<file path="src/rtl/ifu_fetch.sv">
// ifu_fetch: holds PC and IR, fetching one instruction per request over a variable-latency memory handshake.
module ifu_fetch #(
    parameter logic [31:0] RESET_PC = 32'h0000_3000,
    parameter int          TIMEOUT  = 16
) (
    input  logic        clk,
    input  logic        rst,
    input  logic        fetch_start,
    input  logic        pc_wr,
    input  logic [31:0] npc,
    output logic        imem_req,
    output logic [31:0] imem_addr,
    input  logic        imem_ready,
    input  logic [31:0] imem_rdata,
    output logic [31:0] pc,
    output logic [31:0] ir,
    output logic        ir_valid,
    output logic        busy,
    output logic        fault,
    output logic [1:0]  fault_code
);
    localparam logic [1:0] S_IDLE  = 2'd0;
    localparam logic [1:0] S_WAIT  = 2'd1;
    localparam logic [1:0] S_DONE  = 2'd2;
    localparam logic [1:0] S_FAULT = 2'd3;
    localparam logic [7:0] CNT_LAST = 8'(TIMEOUT - 1);
    logic [1:0]  state_q, state_d;
    logic [31:0] pc_q, pc_d, ir_q, ir_d;
    logic        ir_valid_q, ir_valid_d, req_q;
    logic [7:0]  wait_cnt_q, wait_cnt_d;
    logic [1:0]  code_q, code_d;
    always_comb begin
        state_d    = state_q;
        pc_d       = pc_q;
        ir_d       = ir_q;
        ir_valid_d = ir_valid_q;
        wait_cnt_d = wait_cnt_q;
        code_d     = code_q;
        case (state_q)
            S_IDLE, S_DONE: begin
                // pc_wr wins over a simultaneous fetch_start, which is dropped
                if (pc_wr) begin
                    pc_d = npc;
                end else if (fetch_start) begin
                    if (pc_q[1:0] != 2'b00) begin
                        state_d = S_FAULT;
                        code_d  = 2'b01;
                    end else begin
                        state_d    = S_WAIT;
                        ir_valid_d = 1'b0;
                        wait_cnt_d = 8'd0;
                    end
                end
            end
            S_WAIT: begin
                if (imem_ready) begin
                    ir_d       = imem_rdata;
                    ir_valid_d = 1'b1;
                    state_d    = S_DONE;
                end else if (wait_cnt_q == CNT_LAST) begin
                    state_d = S_FAULT;
                    code_d  = 2'b10;
                end else begin
                    wait_cnt_d = wait_cnt_q + 8'd1;
                end
            end
            default: ;
        endcase
    end
    always_ff @(posedge clk) begin
        if (rst) begin
            state_q    <= S_IDLE;
            pc_q       <= RESET_PC;
            ir_q       <= 32'd0;
            ir_valid_q <= 1'b0;
            wait_cnt_q <= 8'd0;
            code_q     <= 2'b00;
            req_q      <= 1'b0;
        end else begin
            state_q    <= state_d;
            pc_q       <= pc_d;
            ir_q       <= ir_d;
            ir_valid_q <= ir_valid_d;
            wait_cnt_q <= wait_cnt_d;
            code_q     <= code_d;
            req_q      <= state_d == S_WAIT;
        end
    end
    assign imem_req   = req_q;
    assign imem_addr  = pc_q;
    assign pc         = pc_q;
    assign ir         = ir_q;
    assign ir_valid   = ir_valid_q;
    assign busy       = state_q == S_WAIT;
    assign fault      = state_q == S_FAULT;
    assign fault_code = code_q;
endmodule

</file>
<file path="config.mk">
export PLATFORM = sky130hd
export DESIGN_NAME = ifu_fetch
export DESIGN_NICKNAME = d
export VERILOG_FILES = /design/src/rtl/ifu_fetch.sv
export SDC_FILE = /design/constraint.sdc
export NUM_CORES = 1
export LEC_CHECK = 0
export ABC_AREA = 1
export BUFFER_PORTS_ARGS = -buffer_cell sky130_fd_sc_hd__buf_4
export CORE_ASPECT_RATIO = 0.8
export CORE_UTILIZATION = 31
export DETAILED_ROUTE_END_ITERATION = 8
export SKIP_CTS_REPAIR_TIMING = 1
export SYNTH_ARGS = -nofsm -noshare
export SYNTH_HDL_FRONTEND = slang
export SYNTH_SLANG_ARGS = --single-unit
</file>
<file path="constraint.sdc">
create_clock -name clk -period 1.63 [get_ports clk]
set_input_delay 0.0815 -clock clk [delete_from_list [all_inputs] [get_ports clk]]
set_output_delay 0.0815 -clock clk [all_outputs]
set_load 0.05 [all_outputs]
</file>
==> flow_metrics.env, run 1 <==
export IMPL_yosysUniqueCellTypes=19
export IMPL_initial_utilization=0.327
export IMPL_critPathTopFamily="buffers and inverters"
export IMPL_final_util=0.503
export IMPL_ir_worst_vdd_mv=0.499
export IMPL_path_clk_slew_ps=60
export IMPL_synth_seq_cells=78
export IMPL_diodes=0
export IMPL_postRouteAntennaNets=0
export IMPL_grt_pass1_vias=2940
export IMPL_grt_use_met2=0.279
export IMPL_drtIter0Drc=146
export IMPL_dieArea_um2=10800
export IMPL_worst_path_largest_cell_delay_ps=390
export IMPL_drive_gt1_frac=0.339
export IMPL_required_ps=1550
export IMPL_startpoint_type="flip-flop"
export IMPL_synth_warnings=0
export IMPL_path_cells="inv_2 > nor2_4 > buf_12 > buf_4"
export IMPL_rows=32
export IMPL_root_buffer="clkbuf_16"
export IMPL_reg2reg_slack_ps=200
export IMPL_grt_use_met1=0.197
export IMPL_routed_wl_um=9100
export IMPL_worst_path_max_fanout=33
export IMPL_worst_path_stages=4
export IMPL_chipWidth_um=116
export IMPL_hp_class="input port to flip-flop"
export IMPL_crit_path_top_delay_cell="dfxtp_2"
export IMPL_crit_path_end="busy"
export IMPL_cts_buffer_depth=2
export IMPL_hold_viol=4
export IMPL_fin_nets=664
export IMPL_antenna_found_initial=0
export IMPL_fmax_mhz=657
export IMPL_numCtsBuffers=9
export IMPL_first_pass_iters=4
export IMPL_use_met3=0.0480
export IMPL_portBuffers=170
export IMPL_rr_startpoint="wait_cnt_q[0]$_SDFFE_PP0P_"
export IMPL_fin_skew_ps=4.66
export IMPL_report_final_slew_viol_count=0
export IMPL_overflow=0
export IMPL_die_h_um=93.3
export IMPL_syn2layout_area_growth_pct=53.8
export IMPL_routabilityCongestion=0.772
export IMPL_hpwl_um=6310
export IMPL_syn_avg_cell_area_um2=7.46
export IMPL_power_leakage_nw=2.26
export IMPL_synth_area_um2=3230
export IMPL_syn_num_nets=503
export IMPL_io_pins=171
export IMPL_synthCells=433
export IMPL_period_minus_slack_ps=1520
export IMPL_tightestPinTransition_ps=438
export IMPL_powerDensity_nw_per_um2=1050
export IMPL_num_vias=3297
export IMPL_track_usage=0.165
export IMPL_r2r_end="wait_cnt_q[3]$_SDFFE_PP0P_"
export IMPL_grt_max_degree=41
export IMPL_clk_latency_ps=320
export IMPL_tns_ps=0
export IMPL_cts_tree="done"
export IMPL_finalPower_mw=5.24
export IMPL_startpoint="state_q[0]$_SDFF_PP0_"
export IMPL_avgViaCountPerCell=4.49
export IMPL_failed_checks="negative hold slack"
export IMPL_placed_area_um2=4410
export IMPL_fin_crit_sh=0.934
export IMPL_drcViolationCount=0
export IMPL_grt_pass1_wl_um=13900
export IMPL_cp_end_kind="output port"
export IMPL_setup_viol=0
export IMPL_rsz0062_at_grt="no"
export IMPL_path_buf_inv=3
export IMPL_final_area_um2=4970
export IMPL_critPathKind="flip-flop to output port"
export IMPL_cts_max_level=3
export IMPL_post_drt_wl_per_cell_um=12.4
export IMPL_hold_ws_ps=-18.3
export IMPL_cap_violations=0
export IMPL_cts_sinks=78
export IMPL_hold_start="npc[18]"
export IMPL_r2r_cells=7
export IMPL_grt_busiest_layer="met2"
export IMPL_timing_slew_headroom=0.708
export IMPL_critical_path_arrival_ps=1440
export IMPL_ys_seq_area_frac=0.483
export IMPL_status="finished, violations left"
export IMPL_coreArea_um2=9890
cells by family (layout without fill, tap and decap cells):
group / count (synthesis) / after routing / synth area share
buffers and inverters: 71 / 237 / 0.122
DFF: 78 / 78 / 0.483
and+or+nand+nor: 206 / 206 / 0.272
adders and majority gates: 1 / 1 / 0.00387
AOI/OAI and AO/OA: 77 / 77 / 0.119
cell type report:
type,count,area [µm²]
Timing Repair Buffer,206,1630
Sequential cell,78,1560
Clock inverter,4,22.5
Inverter,15,56.3
Fill cell,969,4920
Clock buffer,12,246
Multi-Input combinational cell,284,1290
Tap cell,136,170
metal layers:
layer	share of wire	wire (µm)
met5	0	0
met4	0.016	148
met3	0.040	362
met2	0.50	4570
met1	0.44	4020
state kept, by name, summed over array words and instances, names as in the netlist:
| register | count |
|---|---|
| state_q | 2 |
| fault_code | 2 |
| ir | 32 |
| ir_valid | 1 |
| imem_addr | 32 |
| imem_req | 1 |
| wait_cnt_q | 8 |
layout by cell type (no fill, tap or decap):
master | Yosys | final
a21oi_1 | 43 | 43
buf_12 | 0 | 1
buf_4 | 32 | 178
clkbuf_1 | 18 | 2
clkbuf_16 | 0 | 9
clkbuf_8 | 0 | 1
clkinv_2 | 0 | 3
clkinvlp_4 | 0 | 1
dfxtp_1 | 78 | 77
dfxtp_2 | 0 | 1
dlygate4sd3_1 | 0 | 27
ha_1 | 1 | 1
inv_1 | 13 | 13
inv_2 | 2 | 2
nand2_1 | 70 | 70
nand2_4 | 0 | 1
nand3_1 | 43 | 43
nand3_2 | 1 | 1
nand4_1 | 1 | 1
nand4_4 | 1 | 1
nor2_1 | 83 | 81
nor2_2 | 0 | 2
nor2_4 | 2 | 2
nor3_1 | 3 | 3
nor3b_1 | 1 | 1
o21ai_0 | 34 | 34
worst register-to-register path: stages, from the launching register on:
cell and delay, ps:
dfxtp_1 370, ha_1 200, nand2_1 110, nor2_2 170
nand4_4 160, nand2_4 150, nand2_1 60, a21oi_1 130
cells in the mapped netlist, drive strengths merged:
cell type | count | area share
nand3 | 44 | 0.070
nor3b | 1 | 0.0023
ha | 1 | 0.0039
dfxtp | 78 | 0.48
nand2 | 71 | 0.083
clkbuf | 18 | 0.021
inv | 15 | 0.017
nor3 | 3 | 0.0046
buf | 38 | 0.084
o21ai | 34 | 0.053
nor2 | 85 | 0.10
nand4 | 2 | 0.0085
a21oi | 43 | 0.067
per-stage QoR:
step	cells	setup slack (ps)	hold WS, ps
after CTS	708	-153	-50.2
after global placement	692	194	294
after detailed placement	692	105	300
after global routing	735	25.4	4.37
final	735	107	-18.3
after floorplan	433	202	209
where the power goes:
group | switching [mW] | total, mW | internal (mW)
clock | 0.722 | 1.79 | 1.06
sequential | 0.0796 | 2.09 | 2.01
combinational | 0.905 | 1.36 | 0.453
how the worst min path moves through the flow:
| stage | to | slack [ps] | cells past startpoint |
|---|---|---|---|
| CTS | imem_addr[13]$_SDFFE_PP1P_ | -50 | 3 |
| global placement | imem_addr[13]$_SDFFE_PP1P_ | 290 | 3 |
| detailed placement | imem_addr[13]$_SDFFE_PP1P_ | 300 | 3 |
| global route | imem_addr[19]$_SDFFE_PP0P_ | 4 | 3 |
| finish | imem_addr[18]$_SDFFE_PP0P_ | -20 | 3 |
| floorplan | imem_addr[12]$_SDFFE_PP1P_ | 210 | 2 |
Note: power is estimated with default switching activity, not from simulation.
==> run 2, diff against run 1 <==
- CORE_UTILIZATION: 31 -> 45
- PLACE_DENSITY: unset -> 0.8
==> flow_metrics.env, run 2 (synthesis results as in run 1) <==
export IMPL_status="finished, violations left"
export IMPL_failed_checks="negative hold slack"
export IMPL_antenna_found_initial=0
export IMPL_cap_violations=0
export IMPL_portBuffers=170
export IMPL_layout_common_cells="buf_4, nor2_1, dfxtp_1"
export IMPL_grt_max_degree=41
export IMPL_drcViolationCount=0
export IMPL_overflow=0
export IMPL_cp_end_kind="output port"
export IMPL_worst_path_max_fanout=33
export IMPL_cts_max_level=3
export IMPL_multiInputGateArea_um2=1280
export IMPL_fin_cells=693
export IMPL_cell_internal_pwr_mw=3.03
export IMPL_cts_buffer_depth=2
export IMPL_hold_ws_ps=-34.3
export IMPL_report_final_slew_viol_count=0
export IMPL_hp_class="input port to flip-flop"
export IMPL_cts_sinks=78
export IMPL_dieArea_um2=7530
export IMPL_postRouteAntennaNets=0
export IMPL_period_minus_slack_ps=1510
export IMPL_grt_pass1_vias=2955
export IMPL_cts_tree="done"
export IMPL_rr_startpoint="wait_cnt_q[0]$_SDFFE_PP0P_"
export IMPL_initial_utilization=0.467
export IMPL_setup_viol=0
export IMPL_final_seq_area_um2=1560
export IMPL_crit_path_end="busy"
export IMPL_ir_worst_vdd_mv=0.679
export IMPL_fin_crit_sh=0.925
export IMPL_fmax_mhz=663
export IMPL_drive_gt1_frac=0.332
export IMPL_p_sw_frac=0.360
export IMPL_track_usage=0.222
export IMPL_numCtsBuffers=9
export IMPL_die_h_um=77.8
export IMPL_avgViaCountPerCell=4.92
export IMPL_power_leakage_nw=2.24
export IMPL_io_pins=171
export IMPL_startpoint_type="flip-flop"
export IMPL_critical_path_arrival_ps=1430
export IMPL_rows=27
export IMPL_num_vias=3409
export IMPL_power_frac_seq=0.441
export IMPL_hpwl_um=6160
export IMPL_post_drt_wl_per_cell_um=13.4
export IMPL_hold_viol=2
export IMPL_root_buffer="clkbuf_8"
export IMPL_power_switching_mw=1.71
export IMPL_clk_latency_ps=340
export IMPL_fin_skew_ps=13.0
export IMPL_fin_nets=671
export IMPL_powerDensity_nw_per_um2=971
export IMPL_drtIter0Drc=157
export IMPL_chipWidth_um=96.8
export IMPL_required_ps=1550
export IMPL_coreArea_um2=6930
export IMPL_rsz0062_at_grt="yes"
export IMPL_path_clk_slew_ps=80
export IMPL_routed_wl_um=9270
export IMPL_final_common_cell="buf_4"
export IMPL_dp_cells=641
export IMPL_clkPwrFrac=0.268
export IMPL_first_pass_iters=4
export IMPL_r2r_cells=7
export IMPL_reg2reg_slack_ps=150
export IMPL_routabilityCongestion=0.850
export IMPL_pwr_share_comb=0.290
export IMPL_diodes=0
export IMPL_timing_slew_headroom=0.720
export IMPL_r2r_end="wait_cnt_q[1]$_SDFFE_PP0P_"
export IMPL_startpoint="state_q[0]$_SDFF_PP0_"
export IMPL_grt_pass1_wl_um=13700
export IMPL_tightestPinTransition_ps=420
export IMPL_fillers=528
export IMPL_critPathKind="flip-flop to output port"
export IMPL_syn2layout_area_growth_pct=51.2
## run 2: cell count changes in the layout (fill, tap and decap cells not counted), sizes merged
cell / change
clkinvlp: +1
dlygate4sd3: +9
inv: +1
clkbuf: -2
buf: -2
## run 2: power groups by stage
stage          clock network, mW  logic (mW)  registers, mW
3_5_place_dp                   0        1.29           2.13
5_1_grt                     1.40        1.44           2.11
4_1_cts                     1.30        1.30           2.09
6_report                    1.27        1.38           2.09
3_3_place_gp                   0        1.28           2.13
2_1_floorplan                  0       0.594           2.46
## run 2: how the worst min path moves through the flow
stage             startpoint                         end  slack, ps  cells past startpoint
6_report             npc[29]  imem_addr[29]$_SDFFE_PP0P_        -30                      3
5_1_grt        imem_rdata[3]          ir[3]$_SDFFE_PP0P_        0.5                      3
4_1_cts              npc[13]  imem_addr[13]$_SDFFE_PP1P_        -70                      3
3_5_place_dp         npc[13]  imem_addr[13]$_SDFFE_PP1P_        300                      3
3_3_place_gp         npc[13]  imem_addr[13]$_SDFFE_PP1P_        290                      3
2_1_floorplan        npc[12]  imem_addr[12]$_SDFFE_PP1P_        210                      2
## run 2: cell type report
class	count	share of cell area
inverters	15	0.0115
flip-flops and latches	78	0.320
clock inverters	6	0.00947
multi-input cells	284	0.263
well taps	87	0.0223
clock buffers	10	0.0261
repair buffers	213	0.348
## run 2: per-stage QoR
| step | total power [mW] | setup WS [ps] | utilization | area (µm²) | TNS [ps] |
|---|---|---|---|---|---|
| floorplan | 3.05 | 202 | - | 3230 | 0 |
| global placement | 3.41 | 205 | 0.625 | 4330 | 0 |
| detailed placement | 3.43 | 92.4 | 0.625 | 4330 | 0 |
| CTS | 4.69 | -100 | 0.651 | 4510 | -100 |
| global route | 4.95 | -6.46 | 0.706 | 4890 | -16.2 |
| finish | 4.74 | 122 | 0.706 | 4890 | 0 |
## run 2: worst max-delay path, stage by stage (launching register included)
cell and delay [ps]:
dfxtp_2 390, inv_2 80, nor2_4 180, buf_12 210
buf_4 220
## run 2: layer usage
metal	vias up	track usage	share of wire
li1	1702	-	-
met1	1567	0.269	0.42
met2	116	0.378	0.51
met3	24	0.0739	0.048
met4	0	0.0627	0.020
met5	-	0	0
==> run 3, diff against run 2 <==
==> constraint.sdc (replaced) <==
create_clock -name clk -period 1.63 [get_ports clk]
set_input_delay 0.163 -clock clk [delete_from_list [all_inputs] [get_ports clk]]
set_output_delay 0.163 -clock clk [all_outputs]
set_load 0.05 [all_outputs]
==> flow_metrics.env, run 3 (synthesis results as in run 1) <==
export IMPL_num_vias=3302
export IMPL_cell_internal_pwr_mw=3.09
export IMPL_hp_class="input port to flip-flop"
export IMPL_p_sw_frac=0.355
export IMPL_cts_sinks=78
export IMPL_cts_max_level=3
export IMPL_first_pass_iters=5
export IMPL_hold_start="npc[12]"
export IMPL_cts_tree="done"
export IMPL_hold_viol=0
export IMPL_fin_nets=640
export IMPL_fillers=577
export IMPL_rsz0062_at_grt="no"
export IMPL_cts_buffer_depth=2
export IMPL_final_setup_worst_slack_ps=82.7
export IMPL_fin_skew_ps=9.36
export IMPL_post_drt_wl_per_cell_um=13.3
export IMPL_grt_pass1_vias=2947
export IMPL_layout_common_cells="buf_4, nor2_1, dfxtp_1"
export IMPL_cap_violations=0
export IMPL_rows=27
export IMPL_startpoint_type="flip-flop"
export IMPL_diodes=0
export IMPL_fmax_mhz=646
export IMPL_whs_endpoint="imem_addr[12]$_SDFFE_PP1P_"
export IMPL_power_leakage_nw=2.14
export IMPL_grt_pass1_wl_um=13900
export IMPL_dieArea_um2=7530
export IMPL_coreArea_um2=6930
export IMPL_worst_path_max_fanout=17
export IMPL_initial_utilization=0.467
export IMPL_critPathKind="flip-flop to output port"
export IMPL_hpwl_um=6290
export IMPL_track_usage=0.227
export IMPL_power_frac_seq=0.438
export IMPL_clk_latency_ps=340
export IMPL_path_clk_slew_ps=80
export IMPL_tightestPinTransition_ps=434
export IMPL_root_buffer="clkbuf_8"
export IMPL_ir_worst_vdd_mv=0.609
export IMPL_timing_slew_headroom=0.710
export IMPL_r2r_cells=7
export IMPL_postRouteAntennaNets=0
export IMPL_drive_gt1_frac=0.360
export IMPL_power_switching_mw=1.69
export IMPL_required_ps=1470
export IMPL_critical_path_arrival_ps=1380
export IMPL_cp_end_kind="output port"
export IMPL_syn2layout_area_growth_pct=42.7
export IMPL_clkPwrFrac=0.284
export IMPL_portBuffers=170
export IMPL_pre_cts_ws_ps=66.8
export IMPL_final_common_cell="buf_4"
export IMPL_status="complete, no violations"
export IMPL_tns_ps=0
export IMPL_die_h_um=77.8
export IMPL_r2r_end="wait_cnt_q[1]$_SDFFE_PP0P_"
export IMPL_final_util=0.666
export IMPL_antenna_found_initial=0
export IMPL_avgViaCountPerCell=4.99
export IMPL_period_minus_slack_ps=1550
export IMPL_rr_startpoint="wait_cnt_q[0]$_SDFFE_PP0P_"
export IMPL_chipWidth_um=96.8
export IMPL_hold_ws_ps=20.6
export IMPL_reg2reg_slack_ps=140
export IMPL_drtIter0Drc=164
export IMPL_routed_wl_um=8830
export IMPL_fin_crit_sh=0.949
export IMPL_pwr_share_comb=0.278
export IMPL_overflow=0
export IMPL_drcViolationCount=0
export IMPL_routabilityCongestion=0.885
export IMPL_setup_viol=0
export IMPL_numCtsBuffers=9
export IMPL_powerDensity_nw_per_um2=1040
export IMPL_whs_path_depth=3
export IMPL_grt_max_degree=41
export IMPL_io_pins=171
export IMPL_report_final_slew_viol_count=0
export IMPL_finalPower_mw=4.78
==> run 3: cell count changes in the layout (fill, tap and decap cells not counted), sizes merged <==
| cell | before | now |
|---|---|---|
| clkbuf | 10 | 12 |
| dlygate4sd3 | 36 | 0 |
| clkinv | 3 | 2 |
| buf | 177 | 181 |
==> run 3: metrics by stage <==
step,area (µm²),instances
finish,4610,662
global route,4610,662
CTS,4550,659
detailed placement,4360,643
global placement,4360,643
floorplan,3230,433
==> run 3: layer usage <==
metal / GRT usage / routed length, µm / vias to the layer above
met5: 0 / 0 / -
met4: 0.0776 / 134 / 0
met3: 0.0775 / 546 / 12
met2: 0.384 / 4540 / 121
met1: 0.270 / 3610 / 1526
li1: - / - / 1643
==> run 3: how the worst max path moves through the flow <==
| stage | slack [ps] | cells past startpoint | start | end |
|---|---|---|---|---|
| 5_1_grt | 20 | 7 | wait_cnt_q[0]$_SDFFE_PP0P_ | wait_cnt_q[5]$_SDFFE_PP0P_ |
| 2_1_floorplan | 200 | 6 | imem_addr[0]$_SDFFE_PP0P_ | wait_cnt_q[1]$_SDFFE_PP0P_ |
| 4_1_cts | -80 | 4 | state_q[0]$_SDFF_PP0_ | busy |
| 3_5_place_dp | 70 | 7 | wait_cnt_q[0]$_SDFFE_PP0P_ | wait_cnt_q[3]$_SDFFE_PP0P_ |
| 6_report | 80 | 4 | state_q[0]$_SDFF_PP0_ | busy |
| 3_3_place_gp | 210 | 7 | wait_cnt_q[0]$_SDFFE_PP0P_ | wait_cnt_q[1]$_SDFFE_PP0P_ |
==> run 3: area by class of cell <==
| class | count | area (µm²) | share of cell area |
|---|---|---|---|
| tap | 87 | 109 | 0.0236 |
| inverter | 15 | 56.3 | 0.0122 |
| multi-input combinational | 284 | 1280 | 0.278 |
| clock inverter | 5 | 41.3 | 0.00895 |
| clock buffer | 11 | 151 | 0.0328 |
| sequential | 78 | 1560 | 0.339 |
| timing repair buffer | 182 | 1410 | 0.305 |
==> run 3: power by group through the flow <==
stage          clock network, mW  logic (mW)  registers [mW]
2_1_floorplan                  0       0.594            2.46
3_3_place_gp                   0        1.29            2.13
3_5_place_dp                   0        1.31            2.13
4_1_cts                     1.41        1.31            2.09
5_1_grt                     1.49        1.40            2.11
6_report                    1.36        1.33            2.09
==> run 3: critical path, stage by stage, from the launching register on <==
cell and delay, ps:
dfxtp_2 400, inv_2 80, nor2_4 180, buf_12 170, buf_4 200
